[config.mk]
export PLATFORM = sky130hd
export DESIGN_NAME = sram_port_arbiter
export DESIGN_NICKNAME = d
export VERILOG_FILES = /design/src/rtl/sram_arb_pkg.sv /design/src/rtl/rr_picker2.sv /design/src/rtl/sram_port_arbiter.sv
export SDC_FILE = /design/constraint.sdc
export NUM_CORES = 1
export LEC_CHECK = 0
export ABC_AREA = 1
export CAP_MARGIN = 20
export CORE_AREA = 2 2 157 159
export CTS_CLUSTER_DIAMETER = 30
export DETAILED_ROUTE_END_ITERATION = 8
export DIE_AREA = 0 0 159 161
export PLACE_DENSITY = 0.51
export SLEW_MARGIN = 20
export SYNTH_ARGS = -nofsm -noshare
export SYNTH_HDL_FRONTEND = slang
export SYNTH_SLANG_ARGS = --single-unit
[constraint.sdc]
create_clock -name clk -period 3.8 [get_ports clk]
set_input_delay 0.95 -clock clk [delete_from_list [all_inputs] [get_ports clk]]
set_output_delay 0.95 -clock clk [all_outputs]
set_load 0.05 [all_outputs]
[src/rtl/sram_arb_pkg.sv]
// Shared types and default widths for the two-port SRAM request arbiter.
package sram_arb_pkg;

  localparam int ADDR_W_DEF  = 32;
  localparam int WDATA_W_DEF = 32;
  localparam int RDATA_W_DEF = 64;
  localparam int TIMEOUT_DEF = 255;

  typedef enum logic [1:0] {
    ST_IDLE = 2'd0,
    ST_GNT0 = 2'd1,
    ST_GNT1 = 2'd2
  } arb_state_e;

endpackage

[src/rtl/rr_picker2.sv]
// Two-requester winner selection: round-robin on ties, or fixed priority to port 0.
module rr_picker2 #(
  parameter bit FIXED_PRIO = 1'b0
) (
  input  logic [1:0] req,
  input  logic       last_served,
  output logic       any_req,
  output logic       winner
);

  always_comb begin
    any_req = |req;
    winner  = 1'b0;
    if (req == 2'b11) begin
      // On a tie, round-robin favours the port that did not complete last.
      winner = FIXED_PRIO ? 1'b0 : ~last_served;
    end else if (req == 2'b10) begin
      winner = 1'b1;
    end
  end

endmodule

[src/rtl/sram_port_arbiter.sv]
// Shares one SRAM controller request port between two masters, one transaction at a time,
// with a mandatory idle cycle between grants and a watchdog on stalled grants.
module sram_port_arbiter
  import sram_arb_pkg::*;
#(
  parameter int ADDR_W     = ADDR_W_DEF,
  parameter int WDATA_W    = WDATA_W_DEF,
  parameter int RDATA_W    = RDATA_W_DEF,
  parameter bit FIXED_PRIO = 1'b0,
  parameter int TIMEOUT    = TIMEOUT_DEF
) (
  input  logic               clk,
  input  logic               rst,
  input  logic               m0RdEn,
  input  logic               m0WrEn,
  input  logic [ADDR_W-1:0]  m0Address,
  input  logic [WDATA_W-1:0] m0WriteData,
  output logic [RDATA_W-1:0] m0ReadData,
  output logic               m0Ready,
  input  logic               m1RdEn,
  input  logic               m1WrEn,
  input  logic [ADDR_W-1:0]  m1Address,
  input  logic [WDATA_W-1:0] m1WriteData,
  output logic [RDATA_W-1:0] m1ReadData,
  output logic               m1Ready,
  output logic               sramRdEn,
  output logic               sramWrEn,
  output logic [ADDR_W-1:0]  sramAddress,
  output logic [WDATA_W-1:0] sramWriteData,
  input  logic [RDATA_W-1:0] sramReadData,
  input  logic               sramReady,
  output logic [1:0]         grant,
  output logic               timeout,
  output arb_state_e         state_dbg
);

  // Handshake: a master holds RdEn/WrEn (with stable address/data) until its Ready pulses;
  // Ready is a single-cycle pulse in the cycle sramReady is seen while that port owns the bus.

  localparam int WD_W = (TIMEOUT > 2) ? $clog2(TIMEOUT) : 2;
  localparam logic [WD_W-1:0] WD_MAX = WD_W'(TIMEOUT - 1);

  arb_state_e      state_q, state_d;
  logic            last_served_q, last_served_d;
  logic [WD_W-1:0] wdog_q, wdog_d;

  logic any_req, winner;

  rr_picker2 #(.FIXED_PRIO(FIXED_PRIO)) u_picker (
    .req        ({m1RdEn | m1WrEn, m0RdEn | m0WrEn}),
    .last_served(last_served_q),
    .any_req    (any_req),
    .winner     (winner)
  );

  logic               in_gnt, gnt_port;
  logic               cur_rd, cur_wr, cur_req;
  logic [ADDR_W-1:0]  cur_addr;
  logic [WDATA_W-1:0] cur_wdata;
  logic               done, wd_fire;

  always_comb begin
    in_gnt    = (state_q != ST_IDLE);
    gnt_port  = (state_q == ST_GNT1);
    cur_rd    = gnt_port ? m1RdEn      : m0RdEn;
    cur_wr    = gnt_port ? m1WrEn      : m0WrEn;
    cur_addr  = gnt_port ? m1Address   : m0Address;
    cur_wdata = gnt_port ? m1WriteData : m0WriteData;
    cur_req   = cur_rd | cur_wr;
    done      = in_gnt & cur_req & sramReady;
    wd_fire   = in_gnt & cur_req & ~sramReady & (wdog_q == WD_MAX);
  end

  always_ff @(posedge clk) begin
    if (rst) begin
      state_q       <= ST_IDLE;
      last_served_q <= 1'b1;
      wdog_q        <= '0;
    end else begin
      state_q       <= state_d;
      last_served_q <= last_served_d;
      wdog_q        <= wdog_d;
    end
  end

  always_comb begin
    state_d       = state_q;
    last_served_d = last_served_q;
    wdog_d        = wdog_q;
    unique case (state_q)
      ST_IDLE: begin
        if (any_req) begin
          state_d = winner ? ST_GNT1 : ST_GNT0;
          wdog_d  = '0;
        end
      end
      ST_GNT0, ST_GNT1: begin
        if (!cur_req) begin
          state_d = ST_IDLE;
        end else if (done || wd_fire) begin
          state_d       = ST_IDLE;
          last_served_d = gnt_port;
        end else begin
          wdog_d = wdog_q + WD_W'(1);
        end
      end
      default: state_d = ST_IDLE;
    endcase
  end

  // Write wins over read if a master illegally raises both.
  always_comb begin
    grant         = {state_q == ST_GNT1, state_q == ST_GNT0};
    sramWrEn      = in_gnt & cur_wr;
    sramRdEn      = in_gnt & cur_rd & ~cur_wr;
    sramAddress   = in_gnt ? cur_addr  : '0;
    sramWriteData = in_gnt ? cur_wdata : '0;
    m0Ready       = done & ~gnt_port;
    m1Ready       = done &  gnt_port;
    m0ReadData    = (m0Ready && !cur_wr) ? sramReadData : '0;
    m1ReadData    = (m1Ready && !cur_wr) ? sramReadData : '0;
    timeout       = wd_fire;
    state_dbg     = state_q;
  end

endmodule

==> impl_metrics.csv, run 1 <==
group,metric,value,unit
drt,top_layer,"met4",
sta,hold_viol_final,0,
drt,wl,18.9,mm
die,die_y,161,µm
logic_synthesis,syn_inst,562,
logic_synthesis,seq_area_frac_synth,0.0859,
worst_setup_path,end_kind,"output pin",
logic_synthesis,mappedNetlistArea,2560,µm²
die,die_x,159,µm
drt,wl_met1,7.53,mm
power_and_ir_drop,power_leakage,0.00384,µW
drt,firstDrtPassIters,4,
clock_network,clock_latency,0.24,ns
drt,drc_errors,0,
final_layout,postLayoutCoreUtil,0.345,
drt,drtIter0Drc,236,
job,maxCapViolCount,0,
global_route,antenna_found_initial,0,
sta,slew_headroom,0.608,
worst_setup_path,criticalPathCategory,"in2out",
sta,final.setup.worst_slack,0.0986,ns
logic_synthesis,ys_ff_latch,11,
drt,detail-route-antenna-nets,0,
worst_hold_path,worstHoldEndpoint,"last_served_q",
die,core_area,24000,µm²
clock_network,htree_levels,1,
clock_network,path_clk_slew,0.04,ns
global_route,grtUsageTotal,0.140,
sta,fin_setup_tns,0,ns
worst_setup_path,r2r_start,"state_dbg[0]",
drt,wl_met2,10.1,mm
clock_network,ctsHoldBuffers,0,
power_and_ir_drop,vdd_drop_max,0.000370,V
drt,wl_met3,1.07,mm
clock_network,cts_tree,"built",
clock_network,cts_buffer_depth,2,
logic_synthesis,yosysWarningCount,0,
final_layout,final_area,8270,µm²
sta,min_period_over_period,0.974,
place,dp_slack,0.0598,ns
die,rows,57,
clock_network,cts_made_buffers,3,
clock_network,cts-resized-gates,0,
worst_setup_path,cp_max_fo,55,
final_layout,diodes,0,
die,die_area,25600,µm²
sta,drv_slew,0,
global_route,grt_pass1_wl,28.2,mm
status,status,"complete, no violations",
place,port_buffers,399,
drt,vias,4683,
final_layout,drive_gt1_frac,0.254,
power_and_ir_drop,p_per_area,677,nW/µm²
logic_synthesis,yosys.cell_types.count,27,
worst_hold_path,holdCritStartpoint,"last_served_q",
clock_network,cts_root_buf,"clkbuf_16",
worst_hold_path,min-delay-path-class,"reg2reg",
sta,fmax,0.270,GHz
sta,rsz0062_at_grt,"true",
place,placed_cell_area,8130,µm²
logic_synthesis,avgSynthCellArea,4.56,µm²
worst_hold_path,whs_path_depth,2,
global_route,grt_overflow,0,
clock_network,post_cts_buffers,0,
sta,tightest_slew,0.587,ns
final_layout,nets,1141,
worst_setup_path,reg2reg_to,"wdog_q[5]",
worst_setup_path,reg2reg_depth,10,
drt,wire_per_inst,15.0,µm
global_route,grt_max_degree,68,
worst_setup_path,worstPathRequired,2.85,ns
die,ios,400,
place,gp_congestion,0.832,
worst_setup_path,critPathLaunch,"m1WrEn",
logic_synthesis,synth_nets,766,
sta,fin_crit,3.70,ns
worst_setup_path,reg2reg_setup_slack,1.75,ns
final_layout,instances_no_fill,1260,
sta,fin_worst_skew,0.00108,ns
clock_network,clock-sinks,11,
place,placed_cells,1256,
worst_setup_path,critPathArrivalTime,2.75,ns
place,hpwl,16.3,mm
worst_setup_path,start_kind,"primary input",
sta,finalSetupViolations,0,
final_layout,areaGrowthSynthToFinish,222,%
die,start_util,0.107,
global_route,first_global_vias,4562,
drt,avgViaCountPerCell,3.72,
## final cells by class
cell class,instances,area (µm²)
Sequential cell,11,220
Fill cell,2589,15700
Multi-Input combinational cell,427,1890
Timing Repair Buffer,407,5350
Clock buffer,4,78.8
Inverter,87,327
Tap cell,324,405
## Yosys cell counts
library cell | count | area share
nand3b_1 | 1 | 0.0029
nand2_1 | 31 | 0.045
nand2_4 | 1 | 0.0044
nor2_4 | 2 | 0.0088
a21oi_1 | 12 | 0.023
nand3_2 | 2 | 0.0078
clkinv_1 | 1 | 0.0015
dfxtp_1 | 11 | 0.086
buf_4 | 1 | 0.0029
clkbuf_2 | 1 | 0.0019
nand2_2 | 5 | 0.012
or2_2 | 2 | 0.0049
ha_1 | 5 | 0.024
buf_2 | 12 | 0.023
nor2_1 | 276 | 0.40
nor3_1 | 1 | 0.0019
o21ai_0 | 67 | 0.13
o211ai_1 | 1 | 0.0029
nand4_1 | 3 | 0.0073
buf_1 | 1 | 0.0015
inv_1 | 85 | 0.12
o21bai_1 | 1 | 0.0029
nand3_4 | 1 | 0.0068
nand3_1 | 16 | 0.031
clkbuf_1 | 21 | 0.031
inv_2 | 1 | 0.0015
buf_6 | 1 | 0.0044
## worst max-delay path by stage
stage | end | slack, ns | depth (start not counted)
2_1_floorplan | m1ReadData[10] | 0.12 | 10
3_3_place_gp | m0ReadData[15] | 0.08 | 11
3_5_place_dp | m0ReadData[15] | 0.06 | 11
5_1_grt | m0ReadData[2] | -0.04 | 11
6_report | m0ReadData[2] | 0.1 | 11
4_1_cts | m0ReadData[15] | 0.05 | 11
## where the power goes
group	switching, µW	internal (µW)
registers	29.2	148
clock network	53.8	141
logic	3060	2170
total	3150	2460
## metal layers
layer  global-route usage  vias to the layer above
met5                    0                        -
met3               0.0277                       14
met2                0.268                      189
met4               0.0244                        0
li1                     -                     2425
met1                0.163                     2055
## kinds of logic after synthesis
logic type               after synthesis  synth area share
adder cells (fa/ha/maj)                5            0.0244
flip-flops                            11            0.0859
AO/OA/AOI/OAI                         81             0.160
buffers and inverters                124             0.192
AND/OR/NAND/NOR                      341             0.538
## through the flow
step | power, µW | hold slack (ns)
finish | 5600 | 0.476
floorplan | 2870 | 0.451
global placement | 5420 | 0.470
global route | 5870 | 0.526
detailed placement | 5440 | 0.473
CTS | 5650 | 0.479
## worst max-delay path, stage by stage
cell,delay [ns]
clkdlybuf4s50_1,0.48
inv_1,0.07
nand2_1,0.07
nand2_2,0.09
nand2_4,0.09
nand3_4,0.11
nor2_4,0.14
nand2_2,0.09
buf_12,0.18
nor2_1,0.23
buf_12,0.17
## sequential cells by signal, summed over array words and instances (netlist names)
name	count
last_served_q	1
state_dbg	2
wdog_q	8
## layout by cell type (no fill, tap or decap), types with 4 or more instances in the layout
master           Yosys  routed
clkdlybuf4s50_1      0     202
dfxtp_1             11      11
nor2_2               0      15
nand2_2              5       5
nor2_1             276     261
ha_1                 5       4
buf_6                1       6
inv_1               85      85
o21ai_0             67      67
buf_4                1      58
a21oi_1             12      12
buf_12               0     141
nand3_1             16      16
nand2_1             31      31
(Power assumes the default switching activity.)
==> run 2: changes to the inputs <==
- CTS_BUF_LIST: not set -> sky130_fd_sc_hd__clkbuf_4 sky130_fd_sc_hd__clkbuf_8
==> impl_metrics.csv, run 2 (same netlist as run 1, synthesis figures left out) <==
group,metric,value,unit
clock_network,clock_latency,0.24,ns
drt,firstDrtPassIters,4,
place,port_buffers,399,
worst_setup_path,criticalPathCategory,"in2out",
final_layout,diodes,0,
drt,avgViaCountPerCell,3.72,
power_and_ir_drop,power_leakage,0.00382,µW
global_route,antenna_found_initial,0,
place,gp_congestion,0.832,
drt,vias,4682,
sta,finalSetupViolations,0,
die,ios,400,
clock_network,cts_buffer_depth,2,
sta,hold_viol_final,0,
sta,rsz0062_at_grt,"true",
worst_setup_path,critPathLaunch,"m1WrEn",
die,rows,57,
global_route,grt_overflow,0,
sta,min_period_over_period,0.974,
die,die_y,161,µm
clock_network,cts_made_buffers,3,
final_layout,final_area,8240,µm²
place,hpwl,16.3,mm
die,core_area,24000,µm²
global_route,grt_pass1_wl,28.2,mm
sta,fmax,0.270,GHz
place,placed_cell_area,8130,µm²
sta,drv_slew,0,
final_layout,drive_gt1_frac,0.255,
die,die_x,159,µm
final_layout,max_flop_register,"wdog_q",
worst_setup_path,r2r_start,"state_dbg[0]",
final_layout,postLayoutCoreUtil,0.344,
status,status,"complete, no violations",
global_route,grtUsageTotal,0.141,
drt,wire_per_inst,15.0,µm
clock_network,htree_levels,1,
worst_setup_path,start_kind,"primary input",
final_layout,areaGrowthSynthToFinish,221,%
job,maxCapViolCount,0,
sta,fin_crit,3.70,ns
clock_network,path_clk_slew,0.05,ns
power_and_ir_drop,p_per_area,671,nW/µm²
worst_hold_path,holdCritStartpoint,"last_served_q",
clock_network,cts_tree,"built",
final_layout,nets,1141,
global_route,first_global_vias,4556,
final_layout,layout_common_cells,"nor2_1 (261), clkdlybuf4s50_1 (202), buf_12 (141), inv_1 (85), o21ai_0 (67)",
sta,slew_headroom,0.608,
worst_setup_path,cp_max_fo,55,
die,start_util,0.107,
drt,drtIter0Drc,225,
final_layout,final_common_cell,"nor2_1",
clock_network,ctsHoldBuffers,0,
global_route,grt_max_degree,68,
sta,fin_worst_skew,0.00250,ns
drt,detail-route-antenna-nets,0,
sta,tightest_slew,0.587,ns
worst_setup_path,end_kind,"output pin",
die,die_area,25600,µm²
worst_hold_path,min-delay-path-class,"reg2reg",
drt,drc_errors,0,
power_and_ir_drop,vdd_drop_max,0.000369,V
final_layout,largest_register_ffs,8,
clock_network,clock-sinks,11,
clock_network,cts_root_buf,"clkbuf_8",
drt,wl,18.9,mm
worst_setup_path,worstPathRequired,2.85,ns
worst_setup_path,critPathArrivalTime,2.75,ns
## run 2: cell counts in the layout (fill, tap and decap cells not counted)
No cell type changed its count.
## run 2: path summary, 6_finish.rpt
path         slack, ns  cells after the start             to
max                0.1                     11  m0ReadData[2]
min               0.48                      2  last_served_q
max reg2reg       1.74                     10      wdog_q[6]
min reg2reg       0.48                      2  last_served_q
## run 2: report_power, final
part	switching [µW]	internal, µW	total, µW
Sequential	29.1	148	177
Clock	46.0	81.0	127
Combinational	3060	2170	5230
## run 2: timing repair
action	in CTS	in global routing
resized for setup	0	21
endpoints found under the setup margin	0	44
buffers inserted	0	0
## run 2: layer usage
metal,up-vias,global-route usage,part of all wire
li1,2427,-,-
met1,2050,0.163,0.40
met2,190,0.268,0.53
met3,15,0.0277,0.056
met4,0,0.0269,0.015
met5,-,0,0
## run 2: stage by stage
stage	std cells	power (µW)	TNS, ns	hold WS (ns)	worst slack [ns]
final	1260	5530	0	0.478	0.0976
after floorplan	562	2870	0	0.451	0.118
after CTS	1260	5580	0	0.481	0.0544
after detailed placement	1256	5440	0	0.473	0.0598
after global routing	1260	5800	-0.618	0.528	-0.0395
after global placement	1256	5420	0	0.470	0.0810
## run 2: final cells by class
cell class | count | area, µm²
Clock buffer | 4 | 48.8
Fill cell | 2590 | 15700
Inverter | 87 | 327
Multi-Input combinational cell | 427 | 1890
Sequential cell | 11 | 220
Tap cell | 324 | 405
Timing Repair Buffer | 407 | 5350
## run 2: critical path: stages
cell and delay, ns:
clkdlybuf4s50_1 0.48, inv_1 0.07, nand2_1 0.07, nand2_2 0.09, nand2_4 0.09, nand3_4 0.11, nor2_4 0.15, nand2_2 0.09
buf_12 0.19, nor2_1 0.23, buf_12 0.17
